===== config.mk =====
export PLATFORM = sky130hd
export DESIGN_NAME = bitvec_link_ctrl
export DESIGN_NICKNAME = d
export VERILOG_FILES = /design/src/rtl/bitvec_link_pkg.sv /design/src/rtl/bitvec_link_ctrl_settle_timer.sv /design/src/rtl/bitvec_link_ctrl.sv
export SDC_FILE = /design/constraint.sdc
export NUM_CORES = 1
export LEC_CHECK = 0
export CORE_AREA = 4 4 129 131
export DETAILED_ROUTE_END_ITERATION = 8
export DIE_AREA = 0 0 133 135
export PLACE_DENSITY = 0.85
export SKIP_LAST_GASP = 1
export SLEW_MARGIN = 5
export SYNTH_ARGS = -nofsm -noshare
export SYNTH_HDL_FRONTEND = slang
export SYNTH_SLANG_ARGS = --single-unit

===== constraint.sdc =====
create_clock -name clk_48mhz -period 5.31 [get_ports clk_48mhz]
set_input_delay 1.3275 -clock clk_48mhz [delete_from_list [all_inputs] [get_ports clk_48mhz]]
set_output_delay 1.3275 -clock clk_48mhz [all_outputs]
set_load 0.005 [all_outputs]

===== src/rtl/bitvec_link_pkg.sv =====
// Shared types and constants for the bit-vector link controller.
// Optional continuous dumping is selected by BITVEC_LINK_AUTO_DUMP_EN in bitvec_link_ctrl.
package bitvec_link_pkg;

  typedef enum logic [2:0] {
    ST_IDLE,
    ST_WAIT,
    ST_CAPTURE,
    ST_SEND,
    ST_TERM
  } state_e;

  localparam logic [7:0] ZERO     = 8'h30;
  localparam logic [7:0] TERM     = 8'h2A;
  localparam logic [6:0] CMD_ADDR = 7'd127;

  // Host command byte: bit address in [7:1], value in [0]
  typedef struct packed {
    logic [6:0] addr;
    logic       value;
  } rx_cmd_t;

  function automatic logic [7:0] ascii_bit(input logic b);
    return ZERO + 8'(b);
  endfunction

endpackage


===== src/rtl/bitvec_link_ctrl_settle_timer.sv =====
// Settle timer: counts stable cycles after the stimulus vector last changed.
// settled goes high once SETTLE stable cycles have elapsed since the last load.
module settle_timer #(
  parameter int unsigned SETTLE = 16
) (
  input  logic clk,
  input  logic rst_n,
  input  logic load,
  input  logic stable,
  output logic settled
);

  localparam int unsigned   CW     = $clog2(SETTLE + 1);
  localparam logic [CW-1:0] RELOAD = CW'(SETTLE);

  logic [CW-1:0] cnt_q, cnt_d;
  logic          settled_q, settled_d;

  // Reload on change, otherwise count down to zero and hold
  always_comb begin
    cnt_d = cnt_q;
    if (load) begin
      cnt_d = RELOAD;
    end else if (stable && (cnt_q != '0)) begin
      cnt_d = cnt_q - CW'(1);
    end
    settled_d = !load && (cnt_d == '0);
  end

  always_ff @(posedge clk or negedge rst_n) begin
    if (!rst_n) begin
      cnt_q     <= RELOAD;
      settled_q <= 1'b0;
    end else begin
      cnt_q     <= cnt_d;
      settled_q <= settled_d;
    end
  end

  assign settled = settled_q;

endmodule


===== src/rtl/bitvec_link_ctrl.sv =====
// Host-driven stimulus/readback controller: bytes set bits of in_vec, dumps stream out_vec as ASCII.
// Define BITVEC_LINK_AUTO_DUMP_EN for a permanently pending dump request (continuous stream).
module bitvec_link_ctrl
  import bitvec_link_pkg::*;
#(
  parameter int unsigned IL     = 64,
  parameter int unsigned OL     = 64,
  parameter int unsigned SETTLE = 16
) (
  input  logic          clk_48mhz,
  input  logic          reset_n,
  input  logic [7:0]    rx_data,
  input  logic          rx_valid,
  output logic          rx_ready,
  output logic [7:0]    tx_data,
  output logic          tx_valid,
  input  logic          tx_ready,
  output logic [IL-1:0] in_vec,
  input  logic [OL-1:0] out_vec,
  output logic          settled,
  output logic          busy
);

  localparam int unsigned     CURW     = $clog2(OL + 1);
  localparam logic [CURW-1:0] LAST_BIT = CURW'(OL - 1);

  state_e          state_q, state_d;
  logic [IL-1:0]   in_vec_q, in_vec_d;
  logic [OL-1:0]   snap_q, snap_d;
  logic [OL-1:0]   snap_sh;
  logic [CURW-1:0] cur_q, cur_d;
  logic            req_q, req_d;
  logic            tx_valid_q, tx_valid_d;
  logic [7:0]      tx_data_q, tx_data_d;
  logic            rx_ready_q;
  logic            busy_q, busy_d;

  rx_cmd_t rx_cmd;
  logic    rx_acc;
  logic    tx_hs;
  logic    vec_load;
  logic    settled_w;

  assign rx_cmd = rx_cmd_t'(rx_data);
  assign rx_acc = rx_valid && rx_ready_q;
  assign tx_hs  = tx_valid_q && tx_ready;

  // Host write decode: bit writes below IL, command address clears on value 0
  always_comb begin
    in_vec_d = in_vec_q;
    if (rx_acc) begin
      if (rx_cmd.addr == CMD_ADDR) begin
        if (!rx_cmd.value) begin
          in_vec_d = '0;
        end
      end else begin
        for (int unsigned i = 0; i < IL; i++) begin
          if (rx_cmd.addr == 7'(i)) begin
            in_vec_d[i] = rx_cmd.value;
          end
        end
      end
    end
  end

  // Only a real change of in_vec restarts the settle interval
  assign vec_load = (in_vec_d != in_vec_q);

  settle_timer #(
    .SETTLE (SETTLE)
  ) u_settle (
    .clk     (clk_48mhz),
    .rst_n   (reset_n),
    .load    (vec_load),
    .stable  (!vec_load),
    .settled (settled_w)
  );

  // Dump sequencer; tx outputs are computed one cycle ahead so they leave registered
  always_comb begin
    state_d    = state_q;
    snap_d     = snap_q;
    cur_d      = cur_q;
    req_d      = req_q;
    tx_valid_d = tx_valid_q;
    tx_data_d  = tx_data_q;
    snap_sh    = '0;
    unique case (state_q)
      ST_IDLE: begin
        if (req_q) state_d = ST_WAIT;
      end
      ST_WAIT: begin
        if (settled_w) state_d = ST_CAPTURE;
      end
      ST_CAPTURE: begin
        snap_d     = out_vec;
        cur_d      = '0;
        req_d      = 1'b0;
        tx_valid_d = 1'b1;
        tx_data_d  = ascii_bit(out_vec[0]);
        state_d    = ST_SEND;
      end
      ST_SEND: begin
        if (tx_hs) begin
          cur_d = cur_q + CURW'(1);
          if (cur_q == LAST_BIT) begin
            tx_data_d = TERM;
            state_d   = ST_TERM;
          end else begin
            snap_sh   = snap_q >> cur_d;
            tx_data_d = ascii_bit(snap_sh[0]);
          end
        end
      end
      ST_TERM: begin
        if (tx_hs) begin
          tx_valid_d = 1'b0;
          state_d    = req_q ? ST_WAIT : ST_IDLE;
        end
      end
      default: state_d = ST_IDLE;
    endcase
    // A new request wins over the capture-cycle clear so it is never dropped
    if (rx_acc && (rx_cmd.addr == CMD_ADDR) && rx_cmd.value) begin
      req_d = 1'b1;
    end
`ifdef BITVEC_LINK_AUTO_DUMP_EN
    req_d = 1'b1;
`endif
  end

  assign busy_d = (state_d == ST_CAPTURE) || (state_d == ST_SEND) || (state_d == ST_TERM);

  always_ff @(posedge clk_48mhz or negedge reset_n) begin
    if (!reset_n) begin
      state_q    <= ST_IDLE;
      in_vec_q   <= '0;
      snap_q     <= '0;
      cur_q      <= '0;
      req_q      <= 1'b0;
      tx_valid_q <= 1'b0;
      tx_data_q  <= 8'h00;
      rx_ready_q <= 1'b0;
      busy_q     <= 1'b0;
    end else begin
      state_q    <= state_d;
      in_vec_q   <= in_vec_d;
      snap_q     <= snap_d;
      cur_q      <= cur_d;
      req_q      <= req_d;
      tx_valid_q <= tx_valid_d;
      tx_data_q  <= tx_data_d;
      rx_ready_q <= 1'b1;
      busy_q     <= busy_d;
    end
  end

  assign rx_ready = rx_ready_q;
  assign tx_data  = tx_data_q;
  assign tx_valid = tx_valid_q;
  assign in_vec   = in_vec_q;
  assign settled  = settled_w;
  assign busy     = busy_q;

endmodule


# Word-level counts from Yosys, hierarchy flattened

Index checks and enable logic that the tools add are counted.
Widths: inputs -> output; s select.

Add/subtract/negate cells: 4
Equality and inequality tests: 75
Shift-type cells: 1
Muxes and demuxes: 85
Reductions and logical operators: 18

Operators by type and width:

| kind                | number |
|---|---|
| $eq 7x6->1 const B  | 33 |
| $mux 64             | 3 |
| $eq 7x5->1 const B  | 16 |
| $mux 1              | 68 |
| $ne 64x64->1        | 1 |
| $shr 64x7->1        | 1 |
| $eq 7x4->1 const B  | 8 |
| $eq 7x3->1 const B  | 4 |
| $pmux 8 s2          | 1 |
| $mux 3              | 5 |
| $pmux 3 s5          | 1 |
| $add 6x1->7 const A | 2 |
| $eq 7x2->1 const B  | 2 |
| $mux 7              | 2 |
| $pmux 7 s2          | 1 |
| $eq 3x2->1 const B  | 4 |
| $mux 5              | 2 |
| $mux 8              | 1 |
| $add 7x1->7 const B | 1 |
| $eq 7x1->1 const B  | 1 |
| $eq 7x7->1 const B  | 1 |
| $logic_not 7->1     | 1 |
| $eq 3x3->1 const B  | 2 |
| $logic_and 1x1->1   | 6 |
| 11 further kinds    | 16 |

Flip-flop bits (word level): 156
Output and inout port bits: 76

# Longest topological paths before layout

Depth in word-level cells: 11
Gate-level depth with buffers: 11

# By module

A second synthesis with hierarchy kept.

Cells, all modules: 976
Area, all modules: 8358.0 µm²

By module, submodules not included:

| module           | instances | cells an instance | area each (µm²) |
|---|---|---|---|
| bitvec_link_ctrl | 1         | 945               | 8044.0 |
| settle_timer     | 1         | 31                | 314.1 |

# Least setup slack after synthesis

OpenSTA, ideal clock, no wires.

Path kind: input to register
Start point: input port rx_data[5]
End point: register u_settle.cnt_q[4]
Arrival: 3.076 ns
Path slack: 2.146 ns
Stages: 9
Cells stage by stage: buf_2 -> or3b_2 -> buf_2 -> o22ai_1 -> a32oi_1 -> nand4_1 -> nor4_2 -> nand4_2 -> or3b_1

Cells in the longest elaborated chain, start to end: 9

RTL lines:

| element                                  | RTL line                            | text |
|---|---|---|
| start, declared                          | bitvec_link_ctrl.sv:12              | `input logic [7:0] rx_data,` |
| $eq 7x1->1, or another cell as far along | bitvec_link_ctrl.sv:58              | `if (rx_cmd.addr == 7'(i)) begin` |
| $mux 1                                   | bitvec_link_ctrl.sv:58              |  |
| $mux 64 *                                | bitvec_link_ctrl.sv:52              | `if (rx_cmd.addr == CMD_ADDR) begin` |
| $mux 64 *                                | bitvec_link_ctrl.sv:51              | `if (rx_acc) begin` |
| $ne 64x64->1 *                           | bitvec_link_ctrl.sv:67              | `assign vec_load = (in_vec_d != in_vec_q);` |
| $logic_not 1->1                          | bitvec_link_ctrl.sv:75              | `.stable (!vec_load),` |
| $logic_and 1x1->1                        | bitvec_link_ctrl_settle_timer.sv:24 | `end else if (stable && (cnt_q != '0)) begin` |
| $mux 5                                   | bitvec_link_ctrl_settle_timer.sv:24 |  |
| $mux 5 *                                 | bitvec_link_ctrl_settle_timer.sv:22 | `if (load) begin` |
| via u_settle.cnt_d[4]                    | bitvec_link_ctrl_settle_timer.sv:16 | `logic [CW-1:0] cnt_q, cnt_d;` |
| end signal, assigned                     | bitvec_link_ctrl_settle_timer.sv:35 | `cnt_q <= cnt_d;` |
| end, declared                            | bitvec_link_ctrl_settle_timer.sv:16 |  |

Mark *: on every way through the listed nets, which the timed path passes. The rest lies on a longest branch.
A chain may end at the register's enable or synchronous reset.

# Worst setup path in the final report

Start point: input port rx_data[6]
End point: register u_settle.cnt_q[4]

The elaborated chain is that of the path after synthesis.

==> qor.txt <==
==================================================================================
Crit path max-delay cell type                                         clkdlybuf4s50_1
Headroom to the max-slew limit                                               32.2%
Maximum fanout along the worst path                                             13
Floorplan row count                                                             46
Netlist area before placement                                         0.00881 mm^2
Root buffer selected by CTS                                              clkbuf_16
Initial cell density of the core                                             56.5%
Most used DFF post-synth                                                   dfrtp_1
GRT overflow                                                                     0
Fraction of final layout cells sized beyond drive strength 1                 10.2%
Portion of synthesized cell area occupied by the leading cell type           42.9%
Total Die Area                                                         0.0180 mm^2
Count of nets after finishing                                                 1225
Max-cap violations                                                               0
Post-CTS setup buffer count                                                      0
Number of cells produced by synthesis                                         1027
# clock sinks                                                                  152
Worst endpoint required time                                               5.66 ns
Number of buffers inserted by port buffering                                   148
Run status                                                            complete, no violations
Horizontal die dimension                                                    133 um
Cells taking the most area after synthesis                            dfrtp_1, nand2_1, mux4_2
Detailed placer's ending HPWL                                             22300 um
Core area                                                              0.0156 mm^2
CTS tree                                                                     built
Accumulated negative setup slack                                              0 ns
Antenna violation net count after detailed routing                               0
Hold Path Depth                                                                  2
Antenna violations before repair                                                 1
Yosys warnings                                                                   0
Tightest Hold Check Type                                                   reg2reg
Hold-fix buffers at CTS                                                          0
Post-layout minimum cycle time                                             4.09 ns
Part of the cycle the worst path needs                                       77.0%
EDFF count, synth                                                                0
RSZ-0062 raised after global routing                                            no
Wire length of the first global-routing pass                              48900 um
Family of cells with the greatest summed delay on the critical path   simple AND/OR/NAND/NOR gates
Cell type with the highest aggregate area in the netlist                   dfrtp_1
DRT Pass-1 Iters                                                                 7
Pin count of the biggest net entering global routing                            76
Part of the Yosys area used for sequential elements                          43.2%
Stage delay of the slowest cell on the critical path                       0.66 ns
Wire length after detailed routing                                        31600 um
Worst clock skew                                                         0.0108 ns
Startpoint-to-endpoint class of the critical path                           in2reg
Clock latency on the worst-skew pair                                       0.44 ns
Cell depth of the worst flop-to-flop path                                        7
Final hold slack                                                          0.471 ns
Count of state elements after synthesis                                        152
Number of buffers created by CTS                                                17
DRC violation total after the first TritonRoute iteration                     1168
Post-synth ARST share                                                         100%
Final Setup Violations                                                           0
Average wire length per cell after detail routing                          23.0 um
Maximum level of the CTS H-tree                                                  4
Critical Path Sink Type                                                  flip-flop
Area growth from synthesis to layout                                         25.1%
Worst-Margin Slew                                                          1.01 ns
Final estimated routing congestion in global placement                        1.04
Crit. path cell count                                                            8
Peak clock frequency supported by timing                                 0.244 GHz
Maximum root-to-sink buffer count                                                2
PwrDens                                                                281 mW/mm^2
Distinct cell type count after synthesis                                        74
Clock-pin transition on the worst setup and hold timing paths              0.07 ns
Number of design rule violations left after detail routing                       0
Total count of hold-check failures in the final report                           0
Detailed-route via count                                                      8859
Ordered list of cells on the worst path                               clkdlybuf4s50_1 > or3_1 > o22ai_1 > a22oi_1 > nand4_1 > o21ai_1 > nand4_2 > or3b_1
Data arrival time of the critical path                                     4.44 ns
Io pins                                                                        152
Routed via count divided by cell count                                        6.43
Max-slew violations                                                              0
Leakage                                                                    4.37 nW
Mean Syn Cell Area                                                       8.58 um^2
Critical path buffer and inverter count                                          1
GRT Util Overall                                                             35.5%
Maximum vdd ir drop                                                     0.000223 V
Startpoint Class                                                         input pin
Total of cells resized after clock tree synthesis                                0
Vias in the first global route                                                8498
Overall die height                                                          135 um
==================================================================================
routing by layer:
metal	vias up	wire length (um)	track usage (%)
met4	0	1870	21.1
met1	4158	12000	45.9
li1	3910	-	-
met5	-	0	0
met3	143	3280	7.45
met2	648	14500	55.4
cells in the final DEF (no fill, tap or decap), drive strengths merged, types with 6 or more instances in the layout:
master,n
a21oi,75
a22o,8
a22oi,14
a31oi,7
buf,38
clkbuf,20
clkdlybuf4s50,147
dfrtp,151
inv,22
mux2i,7
mux4,20
nand2,266
nand2b,6
nand3,31
nand4,10
nand4b,7
nand4bb,6
nor2,61
nor3,30
o211ai,7
o21ai,72
o22ai,50
or3b,7
xor2,6
power breakdown:
group	internal, mW	switching [mW]
combinational	0.271	0.314
clock	0.652	0.543
sequential	1.23	0.0912
state kept, by name, summed over array words and instances (netlist names):
name	cells
in_vec	64
snap_q	64
cur_q	7
u_settle.cnt_q	5
tx_data	4
state_q	3
busy	1
req_q	1
rx_ready	1
tx_valid	1
u_settle.settled	1
kinds of logic after synthesis:
kind of cell,count (synthesis),share of synthesized area (%)
buffers and inverters,101,5.98
muxes,30,6.29
DFF,152,43.2
adders and majority gates,2,0.284
AOI/OAI and AO/OA,264,18.0
and+or+nand+nor,467,25.3
other,2,0.0852
xor gates and xnor gates,9,0.894
path summary, 6_finish.rpt:
| check | slack [ns] | endpoint | from |
|---|---|---|---|
| setup / recovery | 1.22 | u_settle.cnt_q[4] | rx_data[6] |
| hold / removal | 0.47 | snap_q[51] | snap_q[51] |
| setup reg to reg | 2.38 | tx_data[0] | cur_q[0] |
| hold reg to reg | 0.47 | snap_q[51] | snap_q[51] |
| max in group asynchronous | 3.32 | in_vec[28] | reset_n |
| min in group asynchronous | 0.90 | in_vec[54] | reset_n |
worst min-delay path, cell delays in order (launching register included):
cell     delay (ns)
dfrtp_1        0.34
nand2_1        0.05
nand2_1        0.06
layout make-up:
| type | count | area, um^2 |
|---|---|---|
| inverters | 15 | 56.3 |
| fillers | 1186 | 4570 |
| multi-input cells | 776 | 4510 |
| clock inverters | 12 | 108 |
| flip-flops and latches | 152 | 3800 |
| well taps | 216 | 270 |
| repair buffers | 185 | 1810 |
| clock buffers | 20 | 467 |
| diodes | 1 | 2.50 |
Yosys cell counts (6+ instances only):
| library cell | count |
|---|---|
| nand3_1 | 30 |
| inv_1 | 15 |
| nor2_1 | 61 |
| nand4_1 | 9 |
| buf_2 | 19 |
| o211ai_1 | 7 |
| buf_4 | 12 |
| nand2_1 | 266 |
| dfrtp_1 | 151 |
| mux2i_1 | 7 |
| nor3_1 | 29 |
| a31oi_1 | 7 |
| a22oi_1 | 14 |
| o21ai_0 | 69 |
| nand2b_1 | 6 |
| a21oi_1 | 75 |
| xor2_1 | 6 |
| clkbuf_1 | 42 |
| o22ai_1 | 50 |
| a22o_1 | 8 |
| buf_6 | 10 |
| mux4_2 | 20 |
stage by stage:
| stage | utilization, % | setup WS [ns] | power [mW] | cells | cell area [um^2] |
|---|---|---|---|---|---|
| final | 70.7 | 1.22 | 3.10 | 1377 | 11000 |
| after floorplan | - | 2.15 | 1.65 | 1029 | 8820 |
| after global placement | 67.0 | 0.906 | 1.91 | 1344 | 10500 |
| after global routing | 70.7 | 1.13 | 3.22 | 1376 | 11000 |
| after detailed placement | 67.0 | 0.938 | 1.92 | 1344 | 10500 |
| after CTS | 70.7 | 1.37 | 3.10 | 1376 | 11000 |
No activity file was read; power rests on OpenSTA's default activity.
